## config.mk

```make
export PLATFORM = sky130hd
export DESIGN_NAME = port_sweep_capture_flat
export DESIGN_NICKNAME = d
export VERILOG_FILES = /design/src/rtl/port_sweep_capture_if.sv /design/src/rtl/port_sweep_capture.sv /design/src/flat_wrapper.sv
export SDC_FILE = /design/constraint.sdc
export NUM_CORES = 1
export LEC_CHECK = 0
export BUFFER_PORTS_ARGS = -buffer_cell sky130_fd_sc_hd__buf_4
export CAP_MARGIN = 30
export CORE_ASPECT_RATIO = 0.9
export CORE_MARGIN = 2
export CORE_UTILIZATION = 50
export DETAILED_ROUTE_END_ITERATION = 7
export GPL_TIMING_DRIVEN = 0
export PLACE_DENSITY = 0.75
export SLEW_MARGIN = 20
export SYNTH_ARGS = -nofsm -noshare
export SYNTH_HDL_FRONTEND = slang
export SYNTH_SLANG_ARGS = --single-unit
export TNS_END_PERCENT = 100
```

## constraint.sdc

```tcl
create_clock -name clk -period 2.83 [get_ports clk]
set_input_delay 0.1415 -clock clk [delete_from_list [all_inputs] [get_ports clk]]
set_output_delay 0.1415 -clock clk [all_outputs]
set_load 0.1 [all_outputs]
```

## src/rtl/port_sweep_capture_if.sv

```systemverilog
// port_sweep_capture_if
//   Bundles the sweep request, core port connections, result read port and
//   status outputs of port_sweep_capture.
//   slave  : the sequencer side (drives p3_drv_o, rd_data and the status bits).
//   master : the controlling side (drives start, p1_i/p2_i and rd_addr).
//   Signals:
//     start          sweep request, sampled each cycle
//     p1_i, p2_i     8-bit port values coming from the core
//     p3_drv_o       8-bit stimulus value going to the core
//     rd_addr        result read address (ADDR_W bits)
//     rd_data        registered {p2,p1} result
//     busy, done     sweep status
//     capture_strobe one-cycle pulse per stored result
//     cap_index      index of the last stored result
interface port_sweep_capture_if #(
    parameter int ADDR_W = 5
);
    logic              start;
    logic [7:0]        p1_i;
    logic [7:0]        p2_i;
    logic [7:0]        p3_drv_o;
    logic [ADDR_W-1:0] rd_addr;
    logic [15:0]       rd_data;
    logic              busy;
    logic              done;
    logic              capture_strobe;
    logic [ADDR_W-1:0] cap_index;

    modport slave (
        input  start, p1_i, p2_i, rd_addr,
        output p3_drv_o, rd_data, busy, done, capture_strobe, cap_index
    );

    modport master (
        output start, p1_i, p2_i, rd_addr,
        input  p3_drv_o, rd_data, busy, done, capture_strobe, cap_index
    );
endinterface

```

## src/rtl/port_sweep_capture.sv

```systemverilog
// port_sweep_capture
//   Stimulus/capture sequencer for a microcontroller core. After a start
//   request and START_DELAY cycles it sweeps p3 through 0..NUM_VECTORS-1,
//   holding each value SETTLE_CYCLES cycles before storing {p2,p1} into an
//   internal result memory. A tail of SETTLE_CYCLES cycles follows the last
//   capture, then done is raised. Results are read through a registered
//   read port with one cycle of latency.
//   Ports:
//     clk    rising-edge system clock
//     reset  synchronous, active-high reset (clears state and result memory)
//     bus    port_sweep_capture_if.slave (start, p1_i, p2_i, p3_drv_o,
//            rd_addr, rd_data, busy, done, capture_strobe, cap_index)
module port_sweep_capture #(
    parameter int START_DELAY   = 35000,
    parameter int SETTLE_CYCLES = 200,
    parameter int NUM_VECTORS   = 21,
    parameter int ADDR_W        = 5
) (
    input  logic                 clk,
    input  logic                 reset,
    port_sweep_capture_if.slave  bus
);

    localparam int DEPTH   = 2 ** ADDR_W;
    localparam int CNT_MAX = (START_DELAY > SETTLE_CYCLES) ? START_DELAY : SETTLE_CYCLES;
    // The counter only ever reaches CNT_MAX-1.
    localparam int CNT_W   = (CNT_MAX > 1) ? $clog2(CNT_MAX) : 1;

    localparam logic [CNT_W-1:0]  DELAY_LAST  = CNT_W'((START_DELAY > 0) ? START_DELAY - 1 : 0);
    localparam logic [CNT_W-1:0]  SETTLE_LAST = CNT_W'(SETTLE_CYCLES - 1);
    localparam logic [ADDR_W-1:0] IDX_LAST    = ADDR_W'(NUM_VECTORS - 1);
    localparam logic [ADDR_W:0]   NUM_V       = (ADDR_W + 1)'(NUM_VECTORS);

    typedef enum logic [2:0] {
        IDLE,
        DELAY,
        SETTLE,
        TAIL,
        DONE
    } state_t;

    state_t            state_reg, state_next;
    logic [CNT_W-1:0]  cnt_reg, cnt_next;
    logic [ADDR_W-1:0] idx_reg, idx_next;
    logic [7:0]        p3_reg, p3_next;
    logic [ADDR_W-1:0] cap_index_reg, cap_index_next;
    logic              strobe_reg, strobe_next;
    logic              done_reg, done_next;
    logic              capture;
    logic [15:0]       rd_data_reg;
    logic [15:0]       mem [DEPTH];

    // ------------------------------------------------------------------
    // State and output registers
    // ------------------------------------------------------------------
    always_ff @(posedge clk) begin
        if (reset) begin
            state_reg     <= IDLE;
            cnt_reg       <= '0;
            idx_reg       <= '0;
            p3_reg        <= '0;
            cap_index_reg <= '0;
            strobe_reg    <= 1'b0;
            done_reg      <= 1'b0;
        end else begin
            state_reg     <= state_next;
            cnt_reg       <= cnt_next;
            idx_reg       <= idx_next;
            p3_reg        <= p3_next;
            cap_index_reg <= cap_index_next;
            strobe_reg    <= strobe_next;
            done_reg      <= done_next;
        end
    end

    // ------------------------------------------------------------------
    // Next-state logic
    // ------------------------------------------------------------------
    always_comb begin
        state_next     = state_reg;
        cnt_next       = cnt_reg;
        idx_next       = idx_reg;
        p3_next        = p3_reg;
        cap_index_next = cap_index_reg;
        strobe_next    = 1'b0;
        done_next      = done_reg;
        capture        = 1'b0;

        case (state_reg)
            IDLE, DONE: begin
                // p3 keeps its last value until the sweep actually begins.
                if (bus.start) begin
                    done_next = 1'b0;
                    cnt_next  = '0;
                    if (START_DELAY == 0) begin
                        state_next = SETTLE;
                        idx_next   = '0;
                        p3_next    = '0;
                    end else begin
                        state_next = DELAY;
                    end
                end
            end

            DELAY: begin
                cnt_next = cnt_reg + CNT_W'(1);
                if (cnt_reg == DELAY_LAST) begin
                    state_next = SETTLE;
                    idx_next   = '0;
                    p3_next    = '0;
                    cnt_next   = '0;
                end
            end

            SETTLE: begin
                cnt_next = cnt_reg + CNT_W'(1);
                if (cnt_reg == SETTLE_LAST) begin
                    capture        = 1'b1;
                    strobe_next    = 1'b1;
                    cap_index_next = idx_reg;
                    cnt_next       = '0;
                    if (idx_reg == IDX_LAST) begin
                        state_next = TAIL;
                    end else begin
                        idx_next = idx_reg + ADDR_W'(1);
                        p3_next  = 8'(idx_reg + ADDR_W'(1));
                    end
                end
            end

            TAIL: begin
                cnt_next = cnt_reg + CNT_W'(1);
                if (cnt_reg == SETTLE_LAST) begin
                    state_next = DONE;
                    done_next  = 1'b1;
                    cnt_next   = '0;
                end
            end

            default: begin
                state_next = IDLE;
            end
        endcase
    end

    // ------------------------------------------------------------------
    // Result memory with registered read. Reset clears every entry so a
    // reset-aborted sweep never leaves stale results visible. The read
    // samples the array before this edge's write lands, so a same-edge
    // read/write returns the old value.
    // ------------------------------------------------------------------
    always_ff @(posedge clk) begin
        if (reset) begin
            for (int i = 0; i < DEPTH; i++) begin
                mem[i] <= '0;
            end
            rd_data_reg <= '0;
        end else begin
            if (capture) begin
                mem[idx_reg] <= {bus.p2_i, bus.p1_i};
            end
            rd_data_reg <= ({1'b0, bus.rd_addr} < NUM_V) ? mem[bus.rd_addr] : 16'h0000;
        end
    end

    assign bus.p3_drv_o       = p3_reg;
    assign bus.rd_data        = rd_data_reg;
    assign bus.busy           = (state_reg == DELAY) || (state_reg == SETTLE) || (state_reg == TAIL);
    assign bus.done           = done_reg;
    assign bus.capture_strobe = strobe_reg;
    assign bus.cap_index      = cap_index_reg;

endmodule

```

## src/flat_wrapper.sv

```systemverilog
// flat-port wrapper written by rule: the top's interface ports become plain ports
module port_sweep_capture_flat 
#(
    parameter int START_DELAY   = 35000,
    parameter int SETTLE_CYCLES = 200,
    parameter int NUM_VECTORS   = 21,
    parameter int ADDR_W        = 5
)
  (clk, reset, bus_start, bus_p1_i, bus_p2_i, bus_rd_addr, bus_p3_drv_o, bus_rd_data, bus_busy, bus_done, bus_capture_strobe, bus_cap_index);
  port_sweep_capture_if #(.ADDR_W(ADDR_W)) bus_i ();
  input  logic clk;
  input  logic reset;
  input wire logic [$bits(bus_i.start)-1:0] bus_start;
  input wire logic [$bits(bus_i.p1_i)-1:0] bus_p1_i;
  input wire logic [$bits(bus_i.p2_i)-1:0] bus_p2_i;
  input wire logic [$bits(bus_i.rd_addr)-1:0] bus_rd_addr;
  output wire logic [$bits(bus_i.p3_drv_o)-1:0] bus_p3_drv_o;
  output wire logic [$bits(bus_i.rd_data)-1:0] bus_rd_data;
  output wire logic [$bits(bus_i.busy)-1:0] bus_busy;
  output wire logic [$bits(bus_i.done)-1:0] bus_done;
  output wire logic [$bits(bus_i.capture_strobe)-1:0] bus_capture_strobe;
  output wire logic [$bits(bus_i.cap_index)-1:0] bus_cap_index;
  assign bus_i.start = bus_start;
  assign bus_i.p1_i = bus_p1_i;
  assign bus_i.p2_i = bus_p2_i;
  assign bus_i.rd_addr = bus_rd_addr;
  assign bus_p3_drv_o = bus_i.p3_drv_o;
  assign bus_rd_data = bus_i.rd_data;
  assign bus_busy = bus_i.busy;
  assign bus_done = bus_i.done;
  assign bus_capture_strobe = bus_i.capture_strobe;
  assign bus_cap_index = bus_i.cap_index;
  port_sweep_capture #(.START_DELAY(START_DELAY), .SETTLE_CYCLES(SETTLE_CYCLES), .NUM_VECTORS(NUM_VECTORS), .ADDR_W(ADDR_W)) u_core (.clk(clk), .reset(reset), .bus(bus_i));
endmodule
```

==> summary.txt <==
Floorplan
  • # IOs: 56
  • Num rows: 64
  • Total core area: 34000 um2
  • Die area: approximately 36000 um2
  • Initial Util: around 50%
  • Die Y: 180 um
  • Overall die width: 200 um

Synthesis
  • Syn Area/Cell: about 13 um2
  • Main combinational cell family by area after synthesis: simple AND/OR/NAND/NOR gates
  • XOR/XNOR share of the synthesized area: 0.557%
  • Async SR Flop Fraction: 0%
  • FF+latch count, synth: approximately 380
  • Gate count of the mapped netlist: 1339
  • Netlist cell types: 72
  • Synth Area in Adders: less than 1%
  • Fraction of synthesized area in multiplexers: a little over a tenth
  • Synthesized area: around 17000 um2
  • Yosys warnings: 0
  • Synth Area in Simple Gates: between 10% and 20%
  • Synth Flop Type: edfxtp_1
  • EDFF count, synth: ~340
  • Compound-Gate Fraction of Synth Area: ~5.7%
  • Post-synthesis sequential area ratio: a little under two thirds

Clock network
  • CTS clk-pin slew, worst paths: 0.06 ns
  • CTS tree: built
  • Htree depth: 2
  • CTS Sinks: between 300 and 400
  • Clk_lat worst skew: ~0.56 ns
  • Root Driver: clkbuf_16
  • TritonCTS Buffers: 39
  • Clock Tree Buf Depth: 3

Timing
  • Final Hold Fails: 0
  • Slew @ Worst Pin: between 0.9 and 1 ns
  • Fin crit share: between 90% and 100%
  • Final Setup Violations: 0
  • Post-layout minimum cycle time: between 2 and 3 ns
  • Worst hold slack: 0.0926 ns
  • Final Slew Violations: 0
  • Setup Skew: 0.0351 ns
  • Slew headroom: between 30% and 40%
  • FMAX: around 0.37 GHz

Detailed routing
  • Routed Antenna Nets: 0
  • Vias: between 10k and 15k
  • Via density: around 6.3
  • First-pass DRT Iterations: 6
  • Drt wl/cell: 26.9 um
  • Iter 0 DRT Violations: 1948
  • Final WL: between 50000 and 60000 um
  • Drc violations: 0

Global route
  • Vias in the first global route: about 12k
  • GR Overflow Total: 0
  • Largest net degree at the start of global routing: 17
  • First-pass GRT wire length: between 70000 and 80000 um
  • Antenna violations before repair: 1
  • Total GRT Usage: 28.6%

Cells and area
  • Fill count: around 2.6k
  • Layout cells sized above 1: between 10% and 20%
  • Area Overhead vs Synth: 14.9%
  • Commonest non-fill, non-tap cell in the layout: edfxtp_1
  • Nets: 1475
  • Commonest cells after routing, fill and taps aside: edfxtp_1 (336), nor2_1 (257), nand2_1 (115)
  • Max reg flops: 336
  • Final core area utilization: between 50% and 60%

Power and ir drop
  • Leakage Power: ~6.8 nW
  • Switching power: 0.00345 W
  • Power share of the sequential group: roughly 50%
  • Clk network pwr share: ~39%
  • Combinational power share: roughly 12%
  • VDD IR max: 0.423 mV
  • Sw Share: 25.9%
  • P_int: roughly 0.01 W
  • Cell Pwr Density: roughly 670 nW/um2

Setup path
  • Critical Path RT: roughly 3.0 ns
  • Crit Path Class: register to register
  • Startpoint types: register
  • Crit Path Max Fanout: 16
  • Critical Path AT: 2.89 ns
  • CP endpoint kind: register

Place
  • PortBufs: ~50
  • Final GP Congestion: between 0.9 and 1
  • Final HPWL from detailed placement: around 38000 um

Worst hold path
  • Hold crit path type: input pin to register

Run
  • Max-cap viol count: 0

Outcome
  • Outcome: finished clean
==> metrics by stage <==
stage          std cells  total power, W  instance area [um2]  TNS, ns  setup WS (ns)
5_1_grt             1937          0.0136                19900  -0.0781       -0.00854
3_5_place_dp        1859         0.00822                18400   -23.46         -0.233
2_1_floorplan       1340         0.00772                17400   -10.10         -0.211
3_3_place_gp        1851         0.00818                18300   -91.00          -1.46
4_1_cts             1931          0.0133                19800    -5.88         -0.145
6_report            1937          0.0133                19900        0          0.114
==> what timing repair did <==
action                                  4_1_cts  5_1_grt
endpoints found under the setup margin      186      201
setup buffers                                 2        2
resized for setup                             9       14
pin swaps                                     1        3
hold buffers                                  1        0
cloned                                        0        0
hold endpoints to repair                      1        0
==> synth_stat cells, drive strengths merged (3+ instances only) <==
cell       n  area (um2)
xnor2      9        78.8
dfxtp     48         961
nor3b      3        22.5
nor2     260         993
a211oi     8        65.1
a22oi     12        90.1
ha         5        62.6
nand2    120         453
mux4      64        1440
edfxtp   336       10100
nor3       8        45.0
a21oi     29         149
a31oi      3        25.0
nand4      6        37.5
nor2b      5        31.3
o21a      10        75.1
a2111oi   14         143
nor4       5        82.6
o221ai    10        87.6
and2      54         339
nand3     14        75.1
and3      68         427
clkbuf    77         290
mux2i     43         430
buf       45         258
or2        3        18.8
o21ai     20         104
o22ai     12        75.1
inv        9        33.8
a311oi     9        78.8
==> layer usage <==
layer,GRT usage [%],vias up,wire length [um],part of all wire (%)
li1,-,5139,-,-
met1,40.4,6027,19700,38
met2,42.2,955,22700,44
met3,9.08,125,7980,15
met4,9.58,0,1770,3.4
met5,0,-,0,0
==> logic make-up (layout without fill, tap and decap cells) <==
logic type                 Yosys count  in the layout
buffers and inverters              132            266
adders and majority gates            5              5
and+or+nand+nor                    562            562
DFF                                384            384
muxes                              107            107
other                                1              3
xor gates and xnor gates            11             11
AOI/OAI and AO/OA                  137            137
==> final cells by class <==
cell class | count | area (um2) | share of cell area (%)
clock buffer | 48 | 1020 | 5.13
buffer | 122 | 553 | 2.78
timing repair buffer | 65 | 576 | 2.89
multi-input combinational | 824 | 5830 | 29.3
inverter | 10 | 37.5 | 0.189
sequential | 384 | 11100 | 55.6
tap | 462 | 578 | 2.91
antenna | 1 | 2.50 | 0.0126
clock inverter | 21 | 236 | 1.19
==> worst max-delay path, stage by stage, from the launching register on <==
cell and delay (ns):
dfxtp_1 0.38, nor4_4 0.38, and3b_1 0.33, buf_2 0.26, nand2_1 0.11, clkbuf_1 0.30
o21ai_4 0.59
==> path summary, 6_finish.rpt <==
check,cells after the start,slack [ns],to,from
setup / recovery,6,0.11,u_core.mem[5][10],u_core.cnt_reg[11]
setup reg to reg,6,0.11,u_core.mem[5][10],u_core.cnt_reg[11]
hold reg to reg,2,0.49,u_core.bus.p3_drv_o[5],u_core.bus.p3_drv_o[5]
hold / removal,3,0.09,u_core.mem[18][10],bus_p2_i[2]
==> power by group through the flow <==
stage / Sequential (W) / Combinational [W] / Clock [W]
finish: 0.00652 / 0.00166 / 0.00515
CTS: 0.00652 / 0.00160 / 0.00513
global route: 0.00655 / 0.00172 / 0.00536
detailed placement: 0.00664 / 0.00159 / 0
global placement: 0.00663 / 0.00155 / 0
floorplan: 0.00674 / 0.000978 / 0
Note: power is estimated with default switching activity, not from simulation.
